--- src/rtl/if_stage.sv ---
`default_nettype none
// ============================================================================
// Module      : if_stage
// Description : Instruction-fetch stage of a 5-stage MIPS pipeline. Holds the
//               program counter, drives the instruction-memory word address,
//               and registers the fetched word plus PC+4 into IF/ID. Handles
//               stall, flush, and branch/jump redirects from decode. A
//               misaligned branch target halts fetch with a sticky fault.
// Ports       : CLK        - clock, rising edge
//               RST        - asynchronous active-low reset
//               Stall      - hold PC and IF/ID
//               Flush      - load bubble into IF/ID
//               BrTaken    - conditional-branch redirect request
//               BrTarget   - branch target byte address
//               Jump       - J/JAL redirect request (beats BrTaken)
//               JumpIndex  - instr_index field of the jump
//               IMemAddr   - instruction-memory word address (PC[AW+1:2])
//               IMemData   - combinational instruction-memory read data
//               PC         - current fetch PC
//               Ins        - IF/ID instruction
//               IdPC4      - IF/ID PC+4
//               IdValid    - IF/ID holds a real instruction
//               Fault      - sticky misaligned-branch fault
// Revision    : 1.0 - initial release
// ============================================================================
module if_stage #(
    parameter logic [31:0] RESET_PC    = 32'h0000_0000,
    parameter int          IMEM_AWIDTH = 10
) (
    input  logic                   CLK,
    input  logic                   RST,
    input  logic                   Stall,
    input  logic                   Flush,
    input  logic                   BrTaken,
    input  logic [31:0]            BrTarget,
    input  logic                   Jump,
    input  logic [25:0]            JumpIndex,
    output logic [IMEM_AWIDTH-1:0] IMemAddr,
    input  logic [31:0]            IMemData,
    output logic [31:0]            PC,
    output logic [31:0]            Ins,
    output logic [31:0]            IdPC4,
    output logic                   IdValid,
    output logic                   Fault
);

    localparam logic [1:0] c_st_boot = 2'd0;
    localparam logic [1:0] c_st_run  = 2'd1;
    localparam logic [1:0] c_st_halt = 2'd2;

    logic [1:0]  r_state;
    logic [1:0]  w_state_nxt;
    logic [31:0] r_pc;
    logic [31:0] r_ins;
    logic [31:0] r_idpc4;
    logic        r_idvalid;
    logic        r_fault;

    logic        w_redirect;
    logic        w_misalign;
    logic [31:0] w_target;
    logic [31:0] w_pc4;
    logic [31:0] w_pc_nxt;
    logic        w_ifid_bubble;
    logic        w_ifid_load;
    logic        w_fault_set;

    assign w_redirect = Jump | BrTaken;
    // Jump targets are always word aligned; only a lone branch can misalign.
    assign w_misalign = BrTaken & ~Jump & (BrTarget[1:0] != 2'b00);
    // Jump region comes from the PC+4 of the jump itself, which sits in IF/ID.
    assign w_target   = Jump ? {r_idpc4[31:28], JumpIndex, 2'b00} : BrTarget;
    assign w_pc4      = r_pc + 32'd4;

    // ------------------------------------------------------------------
    // State register
    // ------------------------------------------------------------------
    always_ff @(posedge CLK or negedge RST) begin
        if (!RST) begin
            r_state <= c_st_boot;
        end else begin
            r_state <= w_state_nxt;
        end
    end

    // ------------------------------------------------------------------
    // Next-state logic
    // ------------------------------------------------------------------
    always_comb begin
        w_state_nxt = r_state;
        case (r_state)
            c_st_boot: w_state_nxt = c_st_run;
            c_st_run:  if (w_misalign) w_state_nxt = c_st_halt;
            c_st_halt: w_state_nxt = c_st_halt;
            default:   w_state_nxt = c_st_boot;
        endcase
    end

    // ------------------------------------------------------------------
    // Output / datapath control
    // ------------------------------------------------------------------
    always_comb begin
        w_pc_nxt      = r_pc;
        w_ifid_bubble = 1'b0;
        w_ifid_load   = 1'b0;
        w_fault_set   = 1'b0;
        if (r_state == c_st_run) begin
            if (w_misalign) begin
                // PC frozen, squash the word fetched this cycle.
                w_fault_set   = 1'b1;
                w_ifid_bubble = 1'b1;
            end else if (w_redirect) begin
                // Redirect beats Stall; no delay slot, so squash this fetch.
                w_pc_nxt      = w_target;
                w_ifid_bubble = 1'b1;
            end else begin
                if (!Stall) begin
                    w_pc_nxt = w_pc4;
                end
                if (Flush) begin
                    w_ifid_bubble = 1'b1;
                end else if (!Stall) begin
                    w_ifid_load = 1'b1;
                end
            end
        end else begin
            w_ifid_bubble = 1'b1;
        end
    end

    // ------------------------------------------------------------------
    // PC, IF/ID register and fault flag
    // ------------------------------------------------------------------
    always_ff @(posedge CLK or negedge RST) begin
        if (!RST) begin
            r_pc      <= RESET_PC;
            r_ins     <= 32'd0;
            r_idpc4   <= 32'd0;
            r_idvalid <= 1'b0;
            r_fault   <= 1'b0;
        end else begin
            r_pc <= w_pc_nxt;
            if (w_fault_set) begin
                r_fault <= 1'b1;
            end
            if (w_ifid_bubble) begin
                // NOP bubble; IdPC4 deliberately left as-is.
                r_ins     <= 32'd0;
                r_idvalid <= 1'b0;
            end else if (w_ifid_load) begin
                r_ins     <= IMemData;
                r_idpc4   <= w_pc4;
                r_idvalid <= 1'b1;
            end
        end
    end

    assign IMemAddr = r_pc[IMEM_AWIDTH+1:2];
    assign PC       = r_pc;
    assign Ins      = r_ins;
    assign IdPC4    = r_idpc4;
    assign IdValid  = r_idvalid;
    assign Fault    = r_fault;

endmodule
`default_nettype wire

--- config.mk ---
export PLATFORM = sky130hd
export DESIGN_NAME = if_stage
export DESIGN_NICKNAME = d
export VERILOG_FILES = /design/src/rtl/if_stage.sv
export SDC_FILE = /design/constraint.sdc
export NUM_CORES = 1
export LEC_CHECK = 0
export CORE_ASPECT_RATIO = 1.4
export CORE_MARGIN = 3
export CORE_UTILIZATION = 45
export CTS_CLUSTER_DIAMETER = 200
export CTS_CLUSTER_SIZE = 14
export DETAILED_ROUTE_END_ITERATION = 6
export HOLD_SLACK_MARGIN = 0.06
export PLACE_DENSITY = 0.81
export SETUP_SLACK_MARGIN = 0.1
export SYNTH_ARGS = -nofsm -noshare
export SYNTH_HDL_FRONTEND = slang
export SYNTH_SLANG_ARGS = --single-unit
--- constraint.sdc ---
create_clock -name CLK -period 2.47 [get_ports CLK]
set_input_delay 0.3705 -clock CLK [delete_from_list [all_inputs] [get_ports CLK]]
set_output_delay 0.3705 -clock CLK [all_outputs]
set_load 0.01 [all_outputs]
==> out/summary.txt <==
fin cells: 957
Synth area leaders: dfrtp_1 (45%), mux2i_1 (6.8%), nand2_1 (4.9%), nor2_1 (4.7%), o21ai_0 (3.5%)
TNS Setup: 0 ps
commonest cells after routing, fill and taps aside: clkdlybuf4s50_1 (201), dfrtp_1 (100), nand2_1 (73), nor2_1 (69), buf_4 (40)
Worst setup SP type: flip-flop
Area Growth Syn to Fin: 46.7%
worst reg-to-reg path cell count: 4
Simple-Gate Fraction of Synth Area: 22.3%
via/cell ratio: 5.85
Switching Share: 37.2%
clk sinks: 100
min Tclk post-route: 2270 ps
final hold violations: 0
Slowest-stage cell, CP: or4_4
antenna viol nets, final: 0
final setup vio count: 0
worst-margin pin slew: 638 ps
number of global-route vias before repair: 5617
maxcap violations: 0
Clk pwr share: 18.9%
maximum clock skew at final layout: 12.5 ps
RSZ-0062 raised after global routing: no
area of the die: 13800 sq um
Rel. slew slack: 57.4%
worst r2r src: PC[4]
Lkg Pwr: 3.35 nW
status: finished clean
max frequency: 440 MHz
Final nets: 904
Worst Hold Class: in -> async
Internal: 4.75 mW
largest net degree at the start of global routing: 46
Cells after Synth: 612
placed cell count: 941
GR Overflow Total: 0
# DRC: 0
Tot GR Track Use: 26.9%
leading cell type in the layout, fill and taps excluded: clkdlybuf4s50_1
antenna diode count: 0
core area: 11900 sq um
reg2reg setup slack: 200 ps
Compound-Gate Fraction of Synth Area: 16.7%
Post-Route WL: 18700 um
Crit Path Category: reg -> reg
Post-CTS Hold Fix Bufs: 0
Synth area leader: dfrtp_1
Post-Route Utilization: 68.4%
Crit path largest cell delay: 700 ps
Post-CTS Setup Inserts: 0
Avg Inst Size Synth: 9.09 sq um
clock slew at reported path FFs: 70 ps
capturing element type of the critical path: flip-flop
Sequential Power Share: 34.7%
share of cells above drive strength 1: 9.01%
routed via count: 5598
Synthesis Warnings: 0
Top FF cell, synth: dfrtp_1
largest family of logic cells by synthesized area: simple AND/OR/NAND/NOR gates
number of synthesized flops with an enable pin: 0
global-route wire length before repair: 29200 um
CP arrival: 2550 ps
TritonCTS buffer count: 9
H-tree depth: 3
Hold Slack: 43.4 ps
Pwr Total: 7.56 mW
WL/cell: 19.5 um
CTS Buffer Depth: 2
Max Slew Vio Count: 0
row count: 47
CP Cell Sequence: nand3_2 -> or4_4 -> or4_1 -> a31oi_1
Clock Latency Late Sink: 350 ps
CTS root buf: clkbuf_16
Iter 0 DRT Violations: 406
Initial Util: 46.6%
Fill cells: 960
CTS tree: built
GPL Wtd Cong: 0.930
Detail Placement HPWL: 13600 um
top cell type's share of synthesized area: 45.0%
VDD IR max: 0.000525 V
CP Data Required Time: 2740 ps
mux contribution to synthesized area: 7.24%
Synth Area in Adders: 0.674%
crit share post-route: 92.0%
synthesized flop and latch total: 100
XOR/XNOR share of the synthesized area: 1.89%
die height: 138 um
sw power: 2.81 mW
Mapped Nets: 711
worst r2r dst: IdPC4[28]
# port buffers: 203
die width: 100 um
Comb pwr share: 46.3%
Async SR Flop Fraction: 100%
power density cells: 926 nW/um^2
I/O Pins: 204
CTS resizes: 0
initial antenna violation count: 0
footprint of the multi-input gates: 2730 sq um
Seq. cell area: 2500 sq um
post-synthesis cell type count: 52
Crit Path Max Fanout: 12
sequential fraction of the synthesis area: 45.0%
mapped cell area: 5570 sq um
DR pass1 iterations: 5
## synth_stat cells (5+ instances only)
cell / number
buf_1: 5
and2_1: 6
nand2_1: 73
mux2i_1: 38
o311ai_0: 5
o2bb2ai_1: 10
o21ai_0: 39
clkbuf_1: 37
a211o_1: 5
dfrtp_1: 100
nand3_1: 13
or4_1: 11
nor4_1: 10
or3_1: 12
buf_4: 12
a31oi_1: 11
inv_1: 10
nor2_1: 70
nor3_1: 7
buf_2: 10
nand4_1: 27
xnor2_1: 10
a22o_1: 15
a211oi_1: 8
a21oi_1: 8
a222oi_1: 5
o211ai_1: 15
## worst max-delay path by stage
stage / startpoint / slack [ps] / to / cells past startpoint
detailed placement: Jump / 60 / IdPC4[29] / 5
CTS: PC[12] / 170 / IdPC4[21] / 4
floorplan: PC[2] / 250 / PC[26] / 6
global placement: Jump / 110 / IdPC4[25] / 5
finish: PC[4] / 200 / IdPC4[28] / 4
global route: PC[4] / 110 / PC[22] / 4
## layout make-up
class,count,area share (%)
Clock buffer,11,2.85
Clock inverter,5,0.736
Inverter,10,0.460
Multi-Input combinational cell,437,33.4
Sequential cell,100,30.7
Tap cell,147,2.25
Timing Repair Buffer,247,29.6
## state kept, by name (all words and copies together) (netlist names)
register	cells
IdPC4	32
Ins	32
PC	32
r_state	2
Fault	1
IdValid	1
## critical path, delay by kind of cell, from the launching register on
family | cells | cell delay [ps]
AOI/OAI and AO/OA | 1 | 170
DFF | 1 | 480
and+or+nand+nor | 3 | 1540
## through the flow
stage | instance area, sq um | setup WS [ps]
2_1_floorplan | 5570 | 254
3_3_place_gp | 7870 | 106
3_5_place_dp | 7870 | 58.6
4_1_cts | 8160 | 170
5_1_grt | 8160 | 113
6_report | 8160 | 198
## power by group through the flow
stage          registers, mW  clock network (mW)  logic [mW]
6_report                2.63                1.43        3.50
5_1_grt                 2.68                1.50        3.77
4_1_cts                 2.61                1.44        3.51
3_5_place_dp            2.64                   0        3.49
3_3_place_gp            2.63                   0        3.42
2_1_floorplan           2.76                   0        1.48
## layer usage
| metal | vias to the layer above | routed length, um | global-route usage, % |
|---|---|---|---|
| li1 | 2611 | - | - |
| met1 | 2655 | 7190 | 32.9 |
| met2 | 300 | 9730 | 48.8 |
| met3 | 32 | 1450 | 3.60 |
| met4 | 0 | 350 | 8.76 |
| met5 | - | 0 | 0 |
## kinds of logic (layout without fill, tap and decap cells)
kind of cell | after synthesis | count (layout)
AO/OA/AOI/OAI | 133 | 133
flip-flops | 100 | 100
adder cells (fa/ha/maj) | 3 | 3
buffers and inverters | 75 | 273
XOR/XNOR | 12 | 12
multiplexers | 40 | 40
AND/OR/NAND/NOR | 249 | 249
(Power assumes the default switching activity.)
